## src/rtl/cfar_window_detector_pkg.sv

```systemverilog
// Shared types and sizing helpers for the CFAR window detector.
package cfar_pkg;

  // Window fill progress within one image line.
  typedef enum logic [1:0] {
    FILL0 = 2'd0,
    FILL1 = 2'd1,
    FILL2 = 2'd2,
    RUN   = 2'd3
  } fill_state_e;

  localparam int RING_CELLS = 16;
  localparam int GUARD      = 1;
  localparam int WIN        = 5;

  // 16 ring cells need 4 extra bits over one pixel.
  function automatic int sum_width(input int dw);
    return dw + 4;
  endfunction

  // Ring sum times an 8-bit alpha.
  function automatic int prod_width(input int dw);
    return dw + 12;
  endfunction

endpackage

```

## src/rtl/cfar_window_detector_if.sv

```systemverilog
// Beat-in / result-out bus of the CFAR window detector.
// Handshake: a transfer happens on a rising clk edge where valid and ready are
// both high; the source holds valid and payload stable until that edge, and
// ready may depend combinationally on the sink's state but never on valid.
interface cfar_window_detector_if #(
  parameter int DATA_WIDTH = 16
);
  logic [7:0]              alpha;
  logic                    in_valid;
  logic                    in_ready;
  logic                    in_sol;
  logic [10*DATA_WIDTH-1:0] in_pixels;
  logic [11:0]             in_row_idx;
  logic                    out_valid;
  logic                    out_ready;
  logic [11:0]             out_row;
  logic [11:0]             out_col;
  logic [1:0]              out_detect;
  logic [2*DATA_WIDTH-1:0] out_cut;

  modport master (
    output alpha, in_valid, in_sol, in_pixels, in_row_idx, out_ready,
    input  in_ready, out_valid, out_row, out_col, out_detect, out_cut
  );

  modport slave (
    input  alpha, in_valid, in_sol, in_pixels, in_row_idx, out_ready,
    output in_ready, out_valid, out_row, out_col, out_detect, out_cut
  );
endinterface

```

## src/rtl/cfar_window_detector_ring_sum.sv

```systemverilog
// Registered 16-cell ring (noise) sum and CUT value of one 5x5 window.
module cfar_ring_sum
  import cfar_pkg::*;
#(
  parameter int DATA_WIDTH = 16
) (
  input  logic                              clk,
  input  logic                              rst,
  input  logic                              i_en,
  input  logic [WIN*WIN*DATA_WIDTH-1:0]     i_win,
  output logic [sum_width(DATA_WIDTH)-1:0]  o_sum,
  output logic [DATA_WIDTH-1:0]             o_cut
);
  localparam int SW  = sum_width(DATA_WIDTH);
  localparam int MID = WIN / 2;

  logic [SW-1:0]         w_sum;
  logic [SW-1:0]         r_sum;
  logic [DATA_WIDTH-1:0] r_cut;

  // Sum every cell outside the guard block around the centre.
  always_comb begin
    w_sum = '0;
    for (int r = 0; r < WIN; r++) begin
      for (int c = 0; c < WIN; c++) begin
        if ((r < MID - GUARD) || (r > MID + GUARD) ||
            (c < MID - GUARD) || (c > MID + GUARD)) begin
          w_sum = w_sum + SW'(i_win[(r*WIN+c)*DATA_WIDTH +: DATA_WIDTH]);
        end
      end
    end
  end

  // Capture sum and centre pixel when the pipeline advances.
  always_ff @(posedge clk or posedge rst) begin
    if (rst) begin
      r_sum <= '0;
      r_cut <= '0;
    end else if (i_en) begin
      r_sum <= w_sum;
      r_cut <= i_win[(MID*WIN+MID)*DATA_WIDTH +: DATA_WIDTH];
    end
  end

  assign o_sum = r_sum;
  assign o_cut = r_cut;
endmodule

```

## src/rtl/cfar_window_detector.sv

```systemverilog
// Two-CUT-per-beat CFAR detector: window shift, ring sums, threshold compare.
module cfar_window_detector
  import cfar_pkg::*;
#(
  parameter int DATA_WIDTH = 16,
  parameter int IMG_COLS   = 2048,
  parameter int IMG_ROWS   = 2048
) (
  input  logic                   clk,
  input  logic                   rst,
  cfar_window_detector_if.slave  bus,
  output fill_state_e            o_dbg_state
);
  localparam int SW = sum_width(DATA_WIDTH);
  localparam int PW = prod_width(DATA_WIDTH);
  localparam logic [11:0] COL_LAST = 12'(IMG_COLS - 2);
  localparam logic [12:0] ROW_LIM  = 13'(IMG_ROWS);
  localparam logic [11:0] ROW_MAX  = 12'(IMG_ROWS - 1);

  logic w_adv, w_acc, w_produce, w_first;
  fill_state_e r_state, w_state_next;

  logic [DATA_WIDTH-1:0] r_win [WIN][6];
  logic [WIN*WIN*DATA_WIDTH-1:0] w_win0, w_win1;

  logic        r_va, r_vb, r_out_valid;
  logic [11:0] r_col_a, r_row_a, r_col_b, r_row_b, w_row_in;
  logic [7:0]  r_alpha_a, r_alpha_b;
  logic [11:0] r_out_row, r_out_col;
  logic [1:0]  r_out_detect;
  logic [2*DATA_WIDTH-1:0] r_out_cut;

  logic [SW-1:0]         w_sum0, w_sum1;
  logic [DATA_WIDTH-1:0] w_cut0, w_cut1;
  logic [PW-1:0]         w_lhs0, w_lhs1, w_rhs0, w_rhs1;

  // A stalled output freezes every stage, so the input waits too.
  assign w_adv        = !r_out_valid || bus.out_ready;
  assign w_acc        = bus.in_valid && w_adv;
  assign bus.in_ready = w_adv;
  assign o_dbg_state  = r_state;
  assign w_row_in     = ({1'b0, bus.in_row_idx} < ROW_LIM) ? bus.in_row_idx : ROW_MAX;

  // Fill state register, stepped once per accepted beat.
  always_ff @(posedge clk or posedge rst) begin
    if (rst)        r_state <= FILL0;
    else if (w_acc) r_state <= w_state_next;
  end

  // Next fill state; start-of-line (or the first beat after reset) restarts the line.
  always_comb begin
    w_state_next = r_state;
    if (bus.in_sol || r_state == FILL0) begin
      w_state_next = FILL1;
    end else begin
      case (r_state)
        FILL1:   w_state_next = FILL2;
        FILL2:   w_state_next = RUN;
        RUN:     w_state_next = RUN;
        default: w_state_next = FILL1;
      endcase
    end
  end

  // A beat completes a window once two beats of the line are already buffered.
  always_comb begin
    w_produce = !bus.in_sol && (r_state == FILL2 || r_state == RUN);
    w_first   = (r_state == FILL2);
  end

  // Stage A: shift the 5x6 window by two columns, newest beat on the right.
  always_ff @(posedge clk) begin
    if (w_acc) begin
      for (int r = 0; r < WIN; r++) begin
        for (int c = 0; c < 4; c++) r_win[r][c] <= r_win[r][c+2];
        r_win[r][4] <= bus.in_pixels[(r*2)*DATA_WIDTH +: DATA_WIDTH];
        r_win[r][5] <= bus.in_pixels[(r*2+1)*DATA_WIDTH +: DATA_WIDTH];
      end
    end
  end

  // Stage A tags: result valid, column position, row and alpha of this beat.
  always_ff @(posedge clk or posedge rst) begin
    if (rst) begin
      r_va      <= 1'b0;
      r_col_a   <= '0;
      r_row_a   <= '0;
      r_alpha_a <= '0;
    end else if (w_adv) begin
      r_va <= w_acc && w_produce;
      if (w_acc && w_produce) begin
        r_col_a   <= w_first ? 12'd0 :
                     (r_col_a >= COL_LAST) ? COL_LAST : r_col_a + 12'd2;
        r_row_a   <= w_row_in;
        r_alpha_a <= bus.alpha;
      end
    end
  end

  // CUT 0 sees columns p0..p4, CUT 1 sees p1..p5.
  always_comb begin
    w_win0 = '0;
    w_win1 = '0;
    for (int r = 0; r < WIN; r++) begin
      for (int c = 0; c < WIN; c++) begin
        w_win0[(r*WIN+c)*DATA_WIDTH +: DATA_WIDTH] = r_win[r][c];
        w_win1[(r*WIN+c)*DATA_WIDTH +: DATA_WIDTH] = r_win[r][c+1];
      end
    end
  end

  cfar_ring_sum #(.DATA_WIDTH(DATA_WIDTH)) u_ring0 (
    .clk(clk), .rst(rst), .i_en(w_adv), .i_win(w_win0), .o_sum(w_sum0), .o_cut(w_cut0)
  );

  cfar_ring_sum #(.DATA_WIDTH(DATA_WIDTH)) u_ring1 (
    .clk(clk), .rst(rst), .i_en(w_adv), .i_win(w_win1), .o_sum(w_sum1), .o_cut(w_cut1)
  );

  // Stage B tags travel alongside the registered ring sums.
  always_ff @(posedge clk or posedge rst) begin
    if (rst) begin
      r_vb      <= 1'b0;
      r_col_b   <= '0;
      r_row_b   <= '0;
      r_alpha_b <= '0;
    end else if (w_adv) begin
      r_vb      <= r_va;
      r_col_b   <= r_col_a;
      r_row_b   <= r_row_a;
      r_alpha_b <= r_alpha_a;
    end
  end

  // cut*256 against noise*alpha (Q4.4), both at full product width.
  assign w_lhs0 = PW'({w_cut0, 8'h00});
  assign w_lhs1 = PW'({w_cut1, 8'h00});
  assign w_rhs0 = PW'(w_sum0) * PW'(r_alpha_b);
  assign w_rhs1 = PW'(w_sum1) * PW'(r_alpha_b);

  // Stage C: compare into the output registers, held while stalled.
  always_ff @(posedge clk or posedge rst) begin
    if (rst) begin
      r_out_valid  <= 1'b0;
      r_out_row    <= '0;
      r_out_col    <= '0;
      r_out_detect <= '0;
      r_out_cut    <= '0;
    end else if (w_adv) begin
      r_out_valid <= r_vb;
      if (r_vb) begin
        r_out_row    <= r_row_b;
        r_out_col    <= r_col_b;
        r_out_detect <= {w_lhs1 > w_rhs1, w_lhs0 > w_rhs0};
        r_out_cut    <= {w_cut1, w_cut0};
      end
    end
  end

  assign bus.out_valid  = r_out_valid;
  assign bus.out_row    = r_out_row;
  assign bus.out_col    = r_out_col;
  assign bus.out_detect = r_out_detect;
  assign bus.out_cut    = r_out_cut;
endmodule

```

## src/flat_wrapper.sv

```systemverilog
// flat-port wrapper written by rule: the top's interface ports become plain ports
module cfar_window_detector_flat import cfar_pkg::*;
#(
  parameter int DATA_WIDTH = 16,
  parameter int IMG_COLS   = 2048,
  parameter int IMG_ROWS   = 2048
)
  (clk, rst, o_dbg_state, bus_alpha, bus_in_valid, bus_in_sol, bus_in_pixels, bus_in_row_idx, bus_out_ready, bus_in_ready, bus_out_valid, bus_out_row, bus_out_col, bus_out_detect, bus_out_cut);
  cfar_window_detector_if #(.DATA_WIDTH(DATA_WIDTH)) bus_i ();
  input  logic clk;
  input  logic rst;
  output fill_state_e o_dbg_state;
  input wire logic [$bits(bus_i.alpha)-1:0] bus_alpha;
  input wire logic [$bits(bus_i.in_valid)-1:0] bus_in_valid;
  input wire logic [$bits(bus_i.in_sol)-1:0] bus_in_sol;
  input wire logic [$bits(bus_i.in_pixels)-1:0] bus_in_pixels;
  input wire logic [$bits(bus_i.in_row_idx)-1:0] bus_in_row_idx;
  input wire logic [$bits(bus_i.out_ready)-1:0] bus_out_ready;
  output wire logic [$bits(bus_i.in_ready)-1:0] bus_in_ready;
  output wire logic [$bits(bus_i.out_valid)-1:0] bus_out_valid;
  output wire logic [$bits(bus_i.out_row)-1:0] bus_out_row;
  output wire logic [$bits(bus_i.out_col)-1:0] bus_out_col;
  output wire logic [$bits(bus_i.out_detect)-1:0] bus_out_detect;
  output wire logic [$bits(bus_i.out_cut)-1:0] bus_out_cut;
  assign bus_i.alpha = bus_alpha;
  assign bus_i.in_valid = bus_in_valid;
  assign bus_i.in_sol = bus_in_sol;
  assign bus_i.in_pixels = bus_in_pixels;
  assign bus_i.in_row_idx = bus_in_row_idx;
  assign bus_i.out_ready = bus_out_ready;
  assign bus_in_ready = bus_i.in_ready;
  assign bus_out_valid = bus_i.out_valid;
  assign bus_out_row = bus_i.out_row;
  assign bus_out_col = bus_i.out_col;
  assign bus_out_detect = bus_i.out_detect;
  assign bus_out_cut = bus_i.out_cut;
  cfar_window_detector #(.DATA_WIDTH(DATA_WIDTH), .IMG_COLS(IMG_COLS), .IMG_ROWS(IMG_ROWS)) u_core (.clk(clk), .rst(rst), .bus(bus_i), .o_dbg_state(o_dbg_state));
endmodule
```

## config.mk

```make
export PLATFORM = sky130hd
export DESIGN_NAME = cfar_window_detector_flat
export DESIGN_NICKNAME = d
export VERILOG_FILES = /design/src/rtl/cfar_window_detector_pkg.sv /design/src/rtl/cfar_window_detector_if.sv /design/src/rtl/cfar_window_detector_ring_sum.sv /design/src/rtl/cfar_window_detector.sv /design/src/flat_wrapper.sv
export SDC_FILE = /design/constraint.sdc
export NUM_CORES = 2
export LEC_CHECK = 0
export BUFFER_PORTS_ARGS = -buffer_cell sky130_fd_sc_hd__buf_2
export CORE_ASPECT_RATIO = 1.4
export CORE_MARGIN = 2
export CORE_UTILIZATION = 52
export CTS_CLUSTER_SIZE = 25
export DETAILED_ROUTE_END_ITERATION = 6
export GPL_TIMING_DRIVEN = 0
export PLACE_DENSITY = 0.7
export SLEW_MARGIN = 40
export SYNTH_ARGS = -nofsm -noshare
export SYNTH_HDL_FRONTEND = slang
export SYNTH_SLANG_ARGS = --single-unit
```

## constraint.sdc

```tcl
create_clock -name clk -period 19.95 [get_ports clk]
set_clock_uncertainty 0.15 [all_clocks]
set_input_delay 1.995 -clock clk [delete_from_list [all_inputs] [get_ports clk]]
set_output_delay 1.995 -clock clk [all_outputs]
set_load 0.02 [all_outputs]
```

==> results.json <==
{
  "detailed_place_hpwl_um": 81100,
  "grt_max_degree": 80,
  "timing.fmax_mhz": 127,
  "rsz0062_at_grt": "false",
  "finalSetupViolCount": 0,
  "drv_slew": 0,
  "tritoncts_num_sinks": 673,
  "place.port_buffers": 244,
  "worst-endpoint-required_ns": 20.37,
  "flow.area_growth_from_synthesis_pct": 12.0,
  "detail_route.first_pass.iterations": 6,
  "worstPathMaxFanout": 10,
  "detail_route.drc_violations": 0,
  "critPathCaptureType": "register",
  "cts.reportedPaths.clkPinSlew_ns": 0.06,
  "post_cts_buffers": 0,
  "hp-class": "register to register",
  "grt_first_pass_wirelength_um": 160000,
  "globalRouteTotalUtil": 0.239,
  "area_of_the_multi_input_gates_sq_mm": 0.0225,
  "yosysWarnings": 0,
  "timing.hold.worst.start": "u_core.r_win[1][47]",
  "die_y_um": 351,
  "netlist_area_sq_mm": 0.0448,
  "status": "complete, no violations",
  "seq_area_frac_synth": 0.429,
  "yosysUniqueCellTypes": 68,
  "critical_path_class": "register to register",
  "synth_seq_cells": 673,
  "tns_ns": 0,
  "cts.repair.resized": 0,
  "timing.critical_path.from_type": "register",
  "final-seq-area_sq_mm": 0.0192,
  "drtIter0Drc": 1643,
  "number_of_synthesized_flops_with_an_enable_pin": 480,
  "initial_utilization": 0.525,
  "coreArea_sq_mm": 0.0855,
  "period_share": 0.394,
  "critical_path.reg2reg.startpoint": "u_core.r_alpha_b[3]",
  "worst_setup_path_startpoint": "u_core.r_alpha_b[3]",
  "commonest_non_fill_non_tap_cell_in_the_layout": "sky130_fd_sc_hd__inv_1",
  "finalWorstPathRequiredPeriod_ns": 7.86,
  "fp.dieW_um": 252,
  "clock_tree.root_cell": "sky130_fd_sc_hd__clkbuf_16",
  "asyncSetResetFlopFracSynth": 0.287,
  "cell_count_after_synthesis": 3588,
  "routed_wire_length_per_instance_um": 19.9,
  "clock_tree.buffer_depth": 3,
  "worst-endpoint-arrival_ns": 8.28,
  "htreeDepth": 3,
  "postRouteAntennaNets": 0,
  "totalWireLength_um": 101000,
  "tightest_slew_ns": 0.831,
  "pin_count": 247,
  "syn_avg_cell_area_sq_um": 12.5,
  "num-nets-final": 4951,
  "core.rowCount": 127,
  "cts_tree": "built",
  "cts_buffers": 72,
  "gpl.final_weighted_congestion": 0.887,
  "maxCapViolations": 0,
  "nFillCells": 6847,
  "most-common-layout-cells": "sky130_fd_sc_hd__inv_1 (743), sky130_fd_sc_hd__fa_1 (656), sky130_fd_sc_hd__edfxtp_1 (480)",
  "fp.dieArea_sq_mm": 0.0886,
  "final-hold-violation-count": 0,
  "insertedDiodeCount": 0,
  "synth-main-ff-cell": "sky130_fd_sc_hd__edfxtp_1",
  "drive_above_1_share": 0.114,
  "avgViaCountPerCell": 5.18,
  "vias": 26300,
  "gr-total-overflow": 0,
  "grt_pass1_vias": 29100,
  "max-slew-margin-rel": 0.446,
  "cts-hold-fix-buffers": 0,
  "worstSkewPairLatency_ns": 0.63,
  "antenna_violations_before_repair": 0
}
[per-layer routing]
| metal | track usage | vias to the layer above | share of wire |
|---|---|---|---|
| met5 | 0 | - | 0 |
| met4 | 0.0943 | 0 | 0.041 |
| met3 | 0.0362 | 195 | 0.051 |
| met2 | 0.432 | 672 | 0.53 |
| met1 | 0.287 | 13500 | 0.38 |
| li1 | - | 11900 | - |
[critical path, cell delays in order (launching register included)]
cell,delay (ns)
sky130_fd_sc_hd__dfrtp_1,0.46
sky130_fd_sc_hd__clkbuf_1,0.62
sky130_fd_sc_hd__nand2_1,0.17
sky130_fd_sc_hd__fa_1,0.42
sky130_fd_sc_hd__inv_1,0.09
sky130_fd_sc_hd__fa_1,0.43
sky130_fd_sc_hd__fa_1,0.54
sky130_fd_sc_hd__inv_1,0.05
sky130_fd_sc_hd__fa_1,0.47
sky130_fd_sc_hd__inv_1,0.04
sky130_fd_sc_hd__ha_1,0.33
sky130_fd_sc_hd__a21o_1,0.18
sky130_fd_sc_hd__or3_1,0.30
sky130_fd_sc_hd__o21ba_2,0.24
sky130_fd_sc_hd__a311o_2,0.45
sky130_fd_sc_hd__or3_1,0.34
sky130_fd_sc_hd__a31oi_2,0.27
sky130_fd_sc_hd__xor2_1,0.15
sky130_fd_sc_hd__ha_1,0.31
sky130_fd_sc_hd__and3_1,0.16
sky130_fd_sc_hd__nand3_1,0.09
sky130_fd_sc_hd__nor3_1,0.34
sky130_fd_sc_hd__a221oi_1,0.14
sky130_fd_sc_hd__o21ai_0,0.25
sky130_fd_sc_hd__o2111ai_1,0.20
sky130_fd_sc_hd__nor4b_1,0.37
sky130_fd_sc_hd__a32o_1,0.22
[final cells by class]
cell class	instances	share of cell area
plain buffers	90	0.00710
inverters	745	0.0558
well taps	1096	0.0273
multi-input cells	2081	0.447
repair buffers	260	0.0313
clock inverters	43	0.0103
flip-flops and latches	673	0.383
clock buffers	88	0.0375
[synthesized netlist by cell type, types with 56 or more instances]
library cell               count  area share
sky130_fd_sc_hd__ha_1        187       0.052
sky130_fd_sc_hd__dfrtp_1     193        0.11
sky130_fd_sc_hd__nand2_1     406       0.034
sky130_fd_sc_hd__o21ai_0      69      0.0077
sky130_fd_sc_hd__fa_1        656        0.29
sky130_fd_sc_hd__and2_1      236       0.033
sky130_fd_sc_hd__edfxtp_1    480        0.32
sky130_fd_sc_hd__inv_1       744       0.062
sky130_fd_sc_hd__a21oi_1      99       0.011
sky130_fd_sc_hd__clkbuf_1     80      0.0067
sky130_fd_sc_hd__nor2_1       73      0.0061
sky130_fd_sc_hd__mux2_2       56       0.014
[sequential cells by signal, summed over array words and instances (netlist names)]
name and count:
u_core.r_win 480, u_core.bus.out_cut 32, u_core.u_ring0.o_sum 20, u_core.u_ring1.o_sum 20, u_core.u_ring0.o_cut 16, u_core.u_ring1.o_cut 16, u_core.bus.out_col 11, u_core.bus.out_row 11
u_core.r_col_a 11, u_core.r_col_b 11, u_core.r_row_a 11, u_core.r_row_b 11, u_core.r_alpha_a 8, u_core.r_alpha_b 8, u_core.bus.out_detect 2, u_core.o_dbg_state 2
u_core.bus.out_valid 1, u_core.r_va 1, u_core.r_vb 1
[per-stage QoR]
| stage | hold WS (ns) | utilization | area [sq um] | worst slack, ns | std cells |
|---|---|---|---|---|---|
| after global placement | 0.250 | 0.555 | 47400 | -6.57 | 4929 |
| after CTS | 0.257 | 0.587 | 50200 | 12.09 | 5076 |
| final | 0.251 | 0.587 | 50200 | 12.09 | 5076 |
| after detailed placement | 0.255 | 0.559 | 47800 | 12.12 | 4945 |
| after floorplan | 0.250 | - | 44900 | 1.27 | 3589 |
| after global routing | 0.271 | 0.587 | 50200 | 11.65 | 5076 |
[cell families after synthesis]
family | count (synthesis) | synth area share
muxes | 57 | 0.0143
buffers and inverters | 835 | 0.0701
and+or+nand+nor | 833 | 0.0892
adders and majority gates | 843 | 0.345
other | 1 | 0.0000836
AOI/OAI and AO/OA | 273 | 0.0379
xor gates and xnor gates | 73 | 0.0144
DFF | 673 | 0.429
[path summary, 6_finish.rpt]
kind | slack, ns | cells after the start | end
setup reg to reg | 12.09 | 26 | u_core.bus.out_detect[0]
hold reg to reg | 0.25 | 0 | u_core.r_win[1][79]
min in group asynchronous | 1.20 | 2 | u_core.bus.out_cut[8]
max in group asynchronous | 17.74 | 3 | u_core.r_col_a[4]
setup / recovery | 12.09 | 26 | u_core.bus.out_detect[0]
hold / removal | 0.25 | 0 | u_core.r_win[1][79]
Power is left out: the tool's default activity adds up to more than one toggle a clock period on the data nets, which glitch-free logic cannot reach.
